File: src/rtl/sdram_pkg.sv
// Shared SDRAM definitions: command encodings, default timing and burst length.
package sdram_pkg;

    // {cs_n, ras_n, cas_n, we_n}
    localparam logic [3:0] CMD_NOP       = 4'b0111;
    localparam logic [3:0] CMD_ACTIVE    = 4'b0011;
    localparam logic [3:0] CMD_READ      = 4'b0101;
    localparam logic [3:0] CMD_WRITE     = 4'b0100;
    localparam logic [3:0] CMD_PRECHARGE = 4'b0010;
    localparam logic [3:0] CMD_AREF      = 4'b0001;
    localparam logic [3:0] CMD_MRS       = 4'b0000;

    localparam int CAS_LAT_DEF = 3;
    localparam int TRCD_DEF    = 2;
    localparam int TRP_DEF     = 2;
    localparam int BURST_LEN   = 4;

    typedef enum logic [2:0] {
        S_IDLE,
        S_ACT,
        S_TRCD,
        S_READ,
        S_PRE,
        S_WAIT
    } rd_state_t;

endpackage

File: src/rtl/sdram_rd_capture.sv
// Read-data capture: delays READ markers by the CAS latency, stretches each
// one into a burst-length valid window and registers the SDRAM data bus.
module sdram_rd_capture
    import sdram_pkg::*;
#(
    parameter int CAS_LAT = CAS_LAT_DEF,
    parameter int DATA_W  = 16
) (
    input  logic              clk,
    input  logic              rst_n,
    input  logic              read_issue,
    input  logic [DATA_W-1:0] sdram_dq_in,
    output logic [DATA_W-1:0] rd_data,
    output logic              rd_data_vld
);

    // mark_p[k] is high k+1 cycles after a READ was on the bus
    logic [CAS_LAT:0] mark_p;
    logic [1:0]       tail;

    // READ-marker delay line; the last tap opens the valid window
    always_ff @(posedge clk or negedge rst_n) begin
        if (!rst_n) begin
            mark_p <= '0;
        end else begin
            mark_p <= {mark_p[CAS_LAT-1:0], read_issue};
        end
    end

    // keep valid high for the remaining burst words after the marker tap
    always_ff @(posedge clk or negedge rst_n) begin
        if (!rst_n) begin
            tail <= '0;
        end else if (mark_p[CAS_LAT]) begin
            tail <= 2'(BURST_LEN - 1);
        end else if (tail != 2'd0) begin
            tail <= tail - 2'd1;
        end
    end

    // register the data bus every cycle; rd_data_vld qualifies it
    always_ff @(posedge clk or negedge rst_n) begin
        if (!rst_n) begin
            rd_data <= '0;
        end else begin
            rd_data <= sdram_dq_in;
        end
    end

    assign rd_data_vld = mark_p[CAS_LAT] | (tail != 2'd0);

endmodule

File: src/rtl/sdram_read.sv
// SDRAM burst-read engine: requests the bus, opens a row, issues a run of
// 4-word READs, yields to refresh at burst boundaries and resumes later.
module sdram_read
    import sdram_pkg::*;
#(
    parameter int          BURST_TOTAL = 8,
    parameter logic [11:0] RD_ROW      = 12'd0,
    parameter logic [1:0]  RD_BANK     = 2'd0,
    parameter int          CAS_LAT     = CAS_LAT_DEF,
    parameter int          TRCD        = TRCD_DEF,
    parameter int          TRP         = TRP_DEF
) (
    input  logic        clk,
    input  logic        rst_n,
    input  logic        rd_trig,
    input  logic        ref_req,
    input  logic        rd_en,
    output logic        rd_req,
    output logic        flag_rd_end,
    output logic [3:0]  rd_cmd,
    output logic [11:0] rd_addr,
    output logic [1:0]  bank_addr,
    input  logic [15:0] sdram_dq_in,
    output logic [15:0] rd_data,
    output logic        rd_data_vld
);

    // the bus is held until both precharge and the data drain are complete
    localparam int WAIT_CYC = (TRP > CAS_LAT) ? TRP : CAS_LAT;

    rd_state_t  state, state_nxt;
    logic       pending;
    logic [6:0] burst_idx;
    logic [1:0] slot;
    logic [3:0] cnt;
    logic       last_burst;
    logic       read_issue;

    assign last_burst = (burst_idx == 7'(BURST_TOTAL));

    // state register with the per-state dwell counter and burst slot counter
    always_ff @(posedge clk or negedge rst_n) begin
        if (!rst_n) begin
            state <= S_IDLE;
            cnt   <= '0;
            slot  <= '0;
        end else begin
            state <= state_nxt;
            cnt   <= (state_nxt != state) ? 4'd0 : cnt + 4'd1;
            slot  <= (state == S_READ) ? slot + 2'd1 : 2'd0;
        end
    end

    // job bookkeeping: pending flag and column position survive a refresh break
    always_ff @(posedge clk or negedge rst_n) begin
        if (!rst_n) begin
            pending   <= 1'b0;
            burst_idx <= '0;
        end else begin
            if (read_issue) begin
                burst_idx <= burst_idx + 7'd1;
            end else if (flag_rd_end && last_burst) begin
                burst_idx <= '0;
            end
            if (flag_rd_end && last_burst) begin
                pending <= 1'b0;
            end else if (rd_trig && !pending) begin
                pending <= 1'b1;
            end
        end
    end

    // next-state decode
    always_comb begin
        state_nxt = state;
        case (state)
            S_IDLE: if (rd_en && pending) state_nxt = S_ACT;
            S_ACT:  state_nxt = (TRCD <= 1) ? S_READ : S_TRCD;
            S_TRCD: if (cnt == 4'(TRCD - 2)) state_nxt = S_READ;
            S_READ: if (slot == 2'd3 && (last_burst || ref_req)) state_nxt = S_PRE;
            S_PRE:  state_nxt = S_WAIT;
            S_WAIT: if (cnt == 4'(WAIT_CYC - 1)) state_nxt = S_IDLE;
            default: state_nxt = S_IDLE;
        endcase
    end

    // command, address and handshake outputs decoded from the current state
    always_comb begin
        rd_cmd      = CMD_NOP;
        rd_addr     = 12'd0;
        bank_addr   = 2'd0;
        read_issue  = 1'b0;
        rd_req      = pending && (state == S_IDLE);
        flag_rd_end = (state == S_WAIT) && (cnt == 4'(WAIT_CYC - 1));
        case (state)
            S_ACT: begin
                rd_cmd    = CMD_ACTIVE;
                rd_addr   = RD_ROW;
                bank_addr = RD_BANK;
            end
            S_READ: begin
                if (slot == 2'd0) begin
                    rd_cmd     = CMD_READ;
                    rd_addr    = {4'b0000, burst_idx[5:0], 2'b00};
                    bank_addr  = RD_BANK;
                    read_issue = 1'b1;
                end
            end
            S_PRE: begin
                rd_cmd    = CMD_PRECHARGE;
                rd_addr   = 12'h400;
                bank_addr = RD_BANK;
            end
            default: ;
        endcase
    end

    sdram_rd_capture #(
        .CAS_LAT (CAS_LAT),
        .DATA_W  (16)
    ) u_capture (
        .clk         (clk),
        .rst_n       (rst_n),
        .read_issue  (read_issue),
        .sdram_dq_in (sdram_dq_in),
        .rd_data     (rd_data),
        .rd_data_vld (rd_data_vld)
    );

endmodule

File: config.mk
export PLATFORM = sky130hd
export DESIGN_NAME = sdram_read
export DESIGN_NICKNAME = d
export VERILOG_FILES = /design/src/rtl/sdram_pkg.sv /design/src/rtl/sdram_rd_capture.sv /design/src/rtl/sdram_read.sv
export SDC_FILE = /design/constraint.sdc
export NUM_CORES = 1
export LEC_CHECK = 0
export ABC_AREA = 1
export ABC_CLOCK_PERIOD_IN_PS = 1620
export CAP_MARGIN = 0
export CORE_MARGIN = 2
export CORE_UTILIZATION = 45
export DETAILED_ROUTE_END_ITERATION = 6
export GPL_ROUTABILITY_DRIVEN = 0
export PLACE_DENSITY_LB_ADDON = 0.1
export SYNTH_ARGS = -nofsm -noshare
export SYNTH_HDL_FRONTEND = slang
export SYNTH_SLANG_ARGS = --single-unit
File: constraint.sdc
create_clock -name clk -period 1.62 [get_ports clk]
set_clock_uncertainty 0.1 [all_clocks]
set_input_delay 0.324 -clock clk [delete_from_list [all_inputs] [get_ports clk]]
set_output_delay 0.324 -clock clk [all_outputs]
set_load 0.005 [all_outputs]
==> results of run 1 <==
## power breakdown
part / switching, mW / total [mW] / leakage (nW) / internal [mW]
sequential: 0.157 / 1.36 / 0.473 / 1.21
combinational: 1.13 / 2.29 / 0.870 / 1.15
clock: 0.357 / 0.704 / 0.0474 / 0.347
total: 1.65 / 4.35 / 1.39 / 2.71
## final cells by class
| type | instances | area, sq um |
|---|---|---|
| tap | 48 | 60.06 |
| clock inverter | 2 | 16.27 |
| sequential | 39 | 977.2 |
| multi-input combinational | 99 | 714.4 |
| fill | 242 | 897.1 |
| inverter | 31 | 121.4 |
| clock buffer | 6 | 82.58 |
| timing repair buffer | 89 | 792.0 |
## state kept, by name, summed over array words and instances, names as in the netlist
name,cells
burst_idx,7
cnt,4
pending,1
slot,2
state,3
u_capture.mark_p,4
u_capture.rd_data,16
u_capture.tail,2
## routing by layer
metal | GRT usage [%] | share of wire (%)
met1 | 23.22 | 40
met3 | 5.993 | 3.8
met2 | 31.44 | 54
met5 | 0 | 0
met4 | 9.896 | 2.5
## synth_stat cells
library cell | n | share of area [%]
sky130_fd_sc_hd__dfrtp_1 | 39 | 57
sky130_fd_sc_hd__inv_1 | 29 | 6.4
sky130_fd_sc_hd__nor2_1 | 23 | 5.0
sky130_fd_sc_hd__nand2_1 | 21 | 4.6
sky130_fd_sc_hd__nand3_1 | 11 | 3.2
sky130_fd_sc_hd__o21ai_0 | 9 | 2.6
sky130_fd_sc_hd__buf_4 | 8 | 3.5
sky130_fd_sc_hd__ha_1 | 8 | 5.9
sky130_fd_sc_hd__a21oi_1 | 3 | 0.88
sky130_fd_sc_hd__nand4_1 | 3 | 1.1
sky130_fd_sc_hd__buf_6 | 2 | 1.3
sky130_fd_sc_hd__inv_2 | 2 | 0.44
sky130_fd_sc_hd__nand2_2 | 2 | 0.73
sky130_fd_sc_hd__nor2_4 | 2 | 1.3
sky130_fd_sc_hd__xor2_1 | 2 | 1.0
sky130_fd_sc_hd__conb_1 | 1 | 0.22
sky130_fd_sc_hd__nand2_4 | 1 | 0.66
sky130_fd_sc_hd__nand3_2 | 1 | 0.59
sky130_fd_sc_hd__nor2_2 | 1 | 0.37
sky130_fd_sc_hd__nor2_8 | 1 | 1.2
sky130_fd_sc_hd__o21a_1 | 1 | 0.44
sky130_fd_sc_hd__xnor2_1 | 1 | 0.51
sky130_fd_sc_hd__xnor2_2 | 1 | 0.95
## cells by family after synthesis
| group | share of synthesized area (%) |
|---|---|
| buffers and inverters | 11.63 |
| adders and majority gates | 5.852 |
| other | 0.2192 |
| and+or+nand+nor | 18.80 |
| AOI/OAI and AO/OA | 3.950 |
| DFF | 57.06 |
| xor gates and xnor gates | 2.488 |
## worst paths after layout
check / from / end / slack [ps] / cells past startpoint
worst max register to register: state[0]$_DFF_PN0_ / cnt[0]$_DFF_PN0_ / -60 / 10
worst min register to register: u_capture.mark_p[0]$_DFF_PN0_ / u_capture.mark_p[1]$_DFF_PN0_ / 250 / 0
worst max-delay path: state[2]$_DFF_PN0_ / rd_addr[3] / -270 / 7
worst min-delay path: u_capture.mark_p[0]$_DFF_PN0_ / u_capture.mark_p[1]$_DFF_PN0_ / 250 / 0
max in group asynchronous: rst_n / state[0]$_DFF_PN0_ / 570 / 3
min in group asynchronous: rst_n / u_capture.rd_data[2]$_DFF_PN0_ / 380 / 2
## timing repair
item / CTS / global route
resized for setup: 65 / 51
hold endpoints to repair: 16 / 0
setup buffers: 10 / 8
hold buffers: 1 / 0
endpoints found under the setup margin: 22 / 24
pin swaps: 6 / 19
==> flow_metrics.tcl, run 1 <==
set metrics [dict create \
    status "finished with violations" \
    violations "setup timing" \
    fin_setup_tns_ps -2257 \
    route.vias.total 1422 \
    critical_path.n_buffers_inverters 3 \
    timing.final.ws_setup_ps -268.8 \
    dp.cells 290 \
    cp_top_family "flip-flops" \
    hold-worst-slack_ps 249.2 \
    syn_to_final_growth_pct 61.59 \
    worst_setup_path_start_kind "register" \
    pin_count 58 \
    remaining_drc_errors 0 \
    floorplan.die.width_um 65.65 \
    share_of_synthesized_area_occupied_by_flip_flops_and_latches_pct 57.06 \
    detailedRoute.firstPassIterationCount 4 \
    placed_instance_area_sq_um 2392 \
    wl_mm 3.875 \
    route.detailed.vias_per_inst 4.529 \
    drt_first_iter_violations 45 \
    cts_max_path_bufs 2 \
    grt_overflow 0 \
    post_layout_cell_count 314 \
    ctsRootBufferMaster "sky130_fd_sc_hd__clkbuf_8" \
    final_common_cell "sky130_fd_sc_hd__dfrtp_1" \
    placeableCoreArea_sq_um 3661 \
    std_cell_rows 22 \
    htreeDepth 2 \
    avgRoutedWirePerCell_um 12.34 \
    grt_setup_unrepaired "true" \
    final_slew_viol_count 0 \
    worst_ep_arrival_time_ps 1460 \
    timing.critical_path.mode_cell "sky130_fd_sc_hd__nor2_4" \
    path_cells "nor2_4 > nand2_4 > nor2_4 > inv_4 > buf_6 > nor2_2 > buf_2" \
    dieArea_sq_um 4310 \
    floorplan.initialDensity_pct 46.72 \
    worstSkewPairLatency_ps 300 \
    total_power_mw 4.355 \
    ys_ff_latch 39 \
    final_core_utilization_pct 75.50 \
    grt_antenna_before_repair 0 \
    global_route.usage.total_pct 19.42 \
    cpMaxStageDelayCell "sky130_fd_sc_hd__dfrtp_1" \
    clkSlewWorstSetupHoldPaths_ps 80 \
    critical_path.max_fanout 7 \
    total_leakage_power_nw 1.390 \
    port_buffers 49 \
    wire_length_of_the_first_global_routing_pass_mm 6.154 \
    commonest_cells_after_routing_fill_and_taps_aside "38 x sky130_fd_sc_hd__dfrtp_1, 35 x sky130_fd_sc_hd__clkdlybuf4s50_1, 28 x sky130_fd_sc_hd__buf_4" \
    number_of_warnings_printed_during_yosys_synthesis 0 \
    worst_hold_path_type "reg -> reg" \
    tritoncts "yes" \
    grt_start_max_net_pins 24 \
    cp_slowest_stage_delay_ps 440 \
    period_minus_slack_ps 1889 \
    fmax_ghz 0.5294 \
    ratio_of_final_minimum_period_to_clock_period_pct 116.6 \
    setup_viol 16 \
    number_of_max_cap_violations 0 \
    synth_cells 172 \
    fp.dieH_um 65.65 \
    stdcell_area_sq_um 2764 \
    detailed_place_hpwl_mm 2.539 \
    cts_buffers 5 \
    detail-route-antenna-nets 0 \
    place_worst_setup_slack_ps -297.7 \
    pwr_density_cell_nw_per_um2 1576 \
    power.ir.vdd_worst_v 0.0008195 \
    netlist_area_sq_um 1710 \
    critPathRequiredTime_ps 1200 \
    setup.worst_path.end_class "primary output" \
    drive_above_1_share_pct 40.23 \
    insertedDiodeCount 0 \
    hold_viol 0 \
    crit_type "reg -> out" \
    mean_instance_size_in_the_synthesized_netlist_sq_um 9.944 \
    first_global_vias 1347 \
    design.final.nets 294 \
    cts.sinks 39 \
    synth_cell_type_count 23 \
]
(Power assumes the default switching activity.)
==> run 2: changes to the inputs <==
--- a/config.mk
+++ b/config.mk
@@ -12,7 +12,9 @@
 export CORE_UTILIZATION = 45
 export DETAILED_ROUTE_END_ITERATION = 6
 export GPL_ROUTABILITY_DRIVEN = 0
+export GPL_TIMING_DRIVEN = 0
 export PLACE_DENSITY_LB_ADDON = 0.1
 export SYNTH_ARGS = -nofsm -noshare
 export SYNTH_HDL_FRONTEND = slang
 export SYNTH_SLANG_ARGS = --single-unit
+export TNS_END_PERCENT = 10
==> run 2 against run 1 <==
Against the previous run: the run still ends with setup timing left; design area shrank 8.6%; sequential power barely moved; total power decreased by 13%; critical path depth stayed put; non-clock buffer count down 17; core utilization is 6.5 points lower.
==> flow_metrics.tcl, run 2 (same netlist as run 1, synthesis figures left out) <==
set metrics [dict create \
    status "finished with violations" \
    violations "setup timing" \
    placed_instance_area_sq_um 2282 \
    drt_first_iter_violations 44 \
    sw_frac_of_total_pct 36.14 \
    placeableCoreArea_sq_um 3661 \
    remaining_drc_errors 0 \
    r2r-start "burst_idx[1]$_DFFE_PN0P_" \
    avgRoutedWirePerCell_um 11.17 \
    grt_overflow 0 \
    floorplan.die.width_um 65.65 \
    stdcell_area_sq_um 2527 \
    dp.cells 276 \
    crit_type "reg -> out" \
    tritoncts "yes" \
    cp_slowest_stage_delay_ps 430 \
    clkSlewWorstSetupHoldPaths_ps 70 \
    seq_area_sq_um 977.2 \
    r2r_cells 12 \
    ctsRootBufferMaster "sky130_fd_sc_hd__clkbuf_8" \
    grt_antenna_before_repair 0 \
    layout_top_registers "u_capture.rd_data (16), burst_idx (7)" \
    path_cells "nor2_4 > nand2_4 > nor2_4 > inv_2 > buf_12 > nor2_8 > buf_6" \
    port_buffers 49 \
    commonest_cells_after_routing_fill_and_taps_aside "38 x sky130_fd_sc_hd__dfrtp_1, 35 x sky130_fd_sc_hd__clkdlybuf4s50_1, 23 x sky130_fd_sc_hd__inv_1" \
    timing.slew.headroom_pct 44.87 \
    worst_setup_path_start_kind "register" \
    htreeDepth 2 \
    design.final.nets 277 \
    regMostFlops "u_capture.rd_data" \
    std_cell_rows 22 \
    grt_start_max_net_pins 40 \
    cts.sinks 39 \
    multiInputGateArea_sq_um 631.9 \
    final_slew_viol_count 0 \
    cts_max_path_bufs 2 \
    insertedDiodeCount 0 \
    pwr_density_cell_nw_per_um2 1502 \
    first_global_vias 1264 \
    post_layout_cell_count 296 \
    route.vias.total 1335 \
    largest_reg_flops 16 \
    ratio_of_final_minimum_period_to_clock_period_pct 116.3 \
    dieArea_sq_um 4310 \
    total_leakage_power_nw 1.279 \
    timing.critical_path.mode_cell "sky130_fd_sc_hd__nor2_4" \
    detailed_place_hpwl_mm 2.356 \
    grt_setup_unrepaired "true" \
    pin_count 58 \
    setup.worst_path.end_class "primary output" \
    wl_mm 3.307 \
    timing.final.ws_setup_ps -263.6 \
    power.ir.vdd_worst_v 0.001374 \
    power.share.sequential_pct 35.4 \
    top_layer_used "met4" \
    cts_hold_buffers 0 \
    detailedRoute.firstPassIterationCount 4 \
    period_minus_slack_ps 1884 \
    worst_slew_pin_slew_ps 827.0 \
    power.share.combinational_pct 44.4 \
    final_common_cell "sky130_fd_sc_hd__dfrtp_1" \
    number_of_max_cap_violations 0 \
    crit_path_start "state[2]$_DFF_PN0_" \
    wire_length_of_the_first_global_routing_pass_mm 5.526 \
    worstSkewPairLatency_ps 280 \
    route.detailed.vias_per_inst 4.510 \
    floorplan.initialDensity_pct 46.72 \
    worst_hold_path_type "in -> async" \
    global_route.usage.total_pct 17.29 \
    p_int_mw 2.425 \
    syn_to_final_growth_pct 47.77 \
    clock_power_share_pct 20.2 \
    fmax_ghz 0.5309 \
    cpMaxStageDelayCell "sky130_fd_sc_hd__dfrtp_2" \
    worst_ep_arrival_time_ps 1460 \
    drive_above_1_share_pct 29.84 \
    net-switching-power_mw 1.372 \
    fp.dieH_um 65.65 \
    setup_viol 10 \
    place_worst_setup_slack_ps -431.8 \
    m1WireLength_mm 1.281 \
    hold_viol 0 \
    met3_length_um 152 \
    fillerInstances 277 \
    met2_length_mm 1.822 \
    detail-route-antenna-nets 0 \
    critPathRequiredTime_ps 1200 \
    cts_buffers 5 \
    critical_path.max_fanout 8 \
]
-- run 2: routing by layer --
layer	GRT usage, %	vias to the layer above
met1	18.40	635
met5	0	-
met4	7.031	0
met2	31.06	35
met3	5.822	6
li1	-	659
-- run 2: worst paths after layout --
check	end	slack, ps
setup / recovery	rd_addr[7]	-260
setup reg to reg	cnt[0]$_DFF_PN0_	10
hold / removal	u_capture.rd_data[8]$_DFF_PN0_	30
min in group clk	u_capture.mark_p[1]$_DFF_PN0_	250
hold reg to reg	u_capture.mark_p[1]$_DFF_PN0_	250
max in group asynchronous	state[2]$_DFF_PN0_	820
-- run 2: area by class of cell --
type	instances	area share, %
buffer	10	3.614
clock buffer	5	2.723
timing repair buffer	62	21.44
inverter	31	4.703
multi-input combinational	99	25.00
sequential	39	38.66
clock inverter	2	1.485
tap	48	2.376
-- run 2: metrics by stage --
stage | TNS, ps | utilization (%) | power [mW] | hold slack [ps]
after floorplan | 0 | - | 2.240 | -71.59
after global placement | -31030 | 62.47 | 2.629 | 232.3
after detailed placement | -3614 | 62.34 | 2.708 | 234.7
after CTS | -3116 | 67.26 | 3.667 | 55.35
after global routing | -3621 | 69.04 | 4.102 | 94.90
final | -2129 | 69.04 | 3.797 | 34.51
-- run 2: power by group through the flow --
stage / clock network (mW) / registers, mW / logic (mW)
CTS: 0.793 / 1.35 / 1.53
global placement: 0 / 1.36 / 1.27
global route: 0.840 / 1.38 / 1.88
detailed placement: 0 / 1.37 / 1.34
floorplan: 0 / 1.34 / 0.902
finish: 0.767 / 1.35 / 1.68
-- run 2: worst max-delay path: cells and delay by family, from the launching register on --
kind                   cells  cell delay (ps)
flip-flops                 1              430
AND/OR/NAND/NOR            4              420
buffers and inverters      3              320
-- run 2: repair_timing --
action,in CTS,in global routing
buffers inserted,10,3
gates resized for setup,57,20
pin swaps,5,5
setup endpoints to repair,17,22
==> run 3: changes to the inputs <==
==> constraint.sdc (replaced) <==
create_clock -name clk -period 1.62 [get_ports clk]
set_clock_uncertainty 0.1 [all_clocks]
set_input_delay 0.324 -clock clk [delete_from_list [all_inputs] [get_ports clk]]
set_output_delay 0.324 -clock clk [all_outputs]
set_load 0.01 [all_outputs]
==> run 3 against run 2 <==
Against the previous run: the run still ends with setup timing left; via count down 2.2%; count of clock-buffer cells in the layout unchanged; critical path depth increased by 1; total power is 0.11% higher; register-to-register slack worse by 20 ps; critical endpoint unchanged; largest cell class unchanged.
==> flow_metrics.tcl, run 3 (same netlist as run 1, synthesis figures left out) <==
set metrics [dict create \
    syn_to_final_growth_pct 46.23 \
    place_worst_setup_slack_ps -467.3 \
    htreeDepth 2 \
    fillerInstances 290 \
    tritoncts "yes" \
    cts_hold_buffers 0 \
    cts_buffers 5 \
    worst_ep_arrival_time_ps 1490 \
    commonest_cells_after_routing_fill_and_taps_aside "38 x sky130_fd_sc_hd__dfrtp_1, 28 x sky130_fd_sc_hd__clkdlybuf4s50_1, 22 x sky130_fd_sc_hd__inv_1" \
    crit_type "reg -> out" \
    dieArea_sq_um 4310 \
    wl_mm 3.230 \
    placed_instance_area_sq_um 2282 \
    design.final.nets 269 \
    fmax_ghz 0.5231 \
    clkSlewWorstSetupHoldPaths_ps 70 \
    insertedDiodeCount 0 \
    detailed_place_hpwl_mm 2.356 \
    ctsRootBufferMaster "sky130_fd_sc_hd__clkbuf_8" \
    wire_length_of_the_first_global_routing_pass_mm 5.382 \
    status "finished with violations" \
    drt_first_iter_violations 28 \
    timing.final.ws_setup_ps -291.5 \
    regMostFlops "u_capture.rd_data" \
    fin_setup_tns_ps -2068 \
    grt_antenna_before_repair 0 \
    total_power_mw 3.802 \
    worstSkewPairLatency_ps 280 \
    total_leakage_power_nw 1.308 \
    critical_path.max_fanout 8 \
    fp.dieH_um 65.65 \
    avgRoutedWirePerCell_um 11.22 \
    placeableCoreArea_sq_um 3661 \
    timing.slew.headroom_pct 44.81 \
    hold_viol 0 \
    grt_setup_unrepaired "true" \
    stdcell_area_sq_um 2501 \
    ratio_of_final_minimum_period_to_clock_period_pct 118.0 \
    cts_max_path_bufs 2 \
    pin_count 58 \
    grt_overflow 0 \
    drive_above_1_share_pct 28.33 \
    dp.cells 276 \
    floorplan.die.width_um 65.65 \
    detailedRoute.firstPassIterationCount 4 \
    detail-route-antenna-nets 0 \
    worst_hold_path_type "in -> async" \
    layout_top_registers "u_capture.rd_data (16), burst_idx (7)" \
    remaining_drc_errors 0 \
    largest_reg_flops 16 \
    route.detailed.vias_per_inst 4.531 \
    first_global_vias 1232 \
    route.vias.total 1305 \
    critPathRequiredTime_ps 1200 \
    setup.worst_path.end_class "primary output" \
    pwr_density_cell_nw_per_um2 1520 \
    number_of_max_cap_violations 0 \
    violations "setup timing" \
    cts.sinks 39 \
    grt_start_max_net_pins 40 \
    power.ir.vdd_worst_v 0.001456 \
    floorplan.initialDensity_pct 46.72 \
    final_slew_viol_count 0 \
    final_core_utilization_pct 68.32 \
    global_route.usage.total_pct 16.92 \
    period_minus_slack_ps 1912 \
    hold-worst-slack_ps 35.40 \
    port_buffers 49 \
    final_common_cell "sky130_fd_sc_hd__dfrtp_1" \
    worst_slew_pin_slew_ps 827.8 \
    std_cell_rows 22 \
    setup_viol 12 \
    post_layout_cell_count 288 \
    worst_setup_path_start_kind "register" \
]
==> run 3: changes by cell type in the layout (fill, tap and decap cells not counted), sizes merged <==
cell and change:
dlymetal6s2s +6, clkdlybuf4s50 -7, buf -5, clkdlybuf4s15 -1, clkbuf -1
==> run 3: report_power, final <==
part / switching, mW / leakage, nW / internal, mW
sequential: 0.161 / 0.472 / 1.20
combinational: 0.935 / 0.786 / 0.738
clock: 0.314 / 0.0502 / 0.450
total: 1.41 / 1.31 / 2.39
==> run 3: area by class of cell <==
cell class | count | area, sq um | area share (%)
Buffer | 10 | 91.34 | 3.652
Clock buffer | 5 | 68.82 | 2.751
Clock inverter | 2 | 37.54 | 1.501
Inverter | 31 | 118.9 | 4.752
Multi-Input combinational cell | 99 | 636.9 | 25.46
Sequential cell | 39 | 977.2 | 39.07
Tap cell | 48 | 60.06 | 2.401
Timing Repair Buffer | 54 | 510.5 | 20.41
==> run 3: path summary, 6_finish.rpt <==
kind	to	cells past startpoint	slack [ps]	start
setup / recovery	rd_addr[7]	8	-290	state[1]$_DFF_PN0_
hold / removal	u_capture.rd_data[8]$_DFF_PN0_	1	40	rst_n
setup reg to reg	cnt[0]$_DFF_PN0_	12	-10	burst_idx[0]$_DFFE_PN0P_
hold reg to reg	u_capture.mark_p[1]$_DFF_PN0_	0	250	u_capture.mark_p[0]$_DFF_PN0_
max in group asynchronous	state[2]$_DFF_PN0_	1	810	rst_n
min in group clk	u_capture.mark_p[1]$_DFF_PN0_	0	250	u_capture.mark_p[0]$_DFF_PN0_
==> run 3: what timing repair did <==
action | in CTS | in global routing
gates resized for setup | 68 | 30
cloned | 0 | 0
setup buffers | 5 | 0
endpoints found under the setup margin | 17 | 29
pin swaps | 5 | 3
==> run 3: layer usage <==
metal	part of all wire (%)	vias to the layer above	global-route usage (%)	wire, um
met5	0	-	0	0
met4	1.6	0	7.031	51
met3	4.9	6	5.822	157
met2	55	29	30.05	1762
met1	39	628	18.17	1259
li1	-	642	-	-
==> run 3: critical path: stages, from the launching register on <==
cell and delay, ps:
sky130_fd_sc_hd__dfrtp_1 420, sky130_fd_sc_hd__inv_2 80, sky130_fd_sc_hd__nor2_4 130, sky130_fd_sc_hd__nand2_4 70, sky130_fd_sc_hd__nor2_4 110, sky130_fd_sc_hd__inv_2 60, sky130_fd_sc_hd__buf_12 150, sky130_fd_sc_hd__nor2_8 80
sky130_fd_sc_hd__buf_6 100
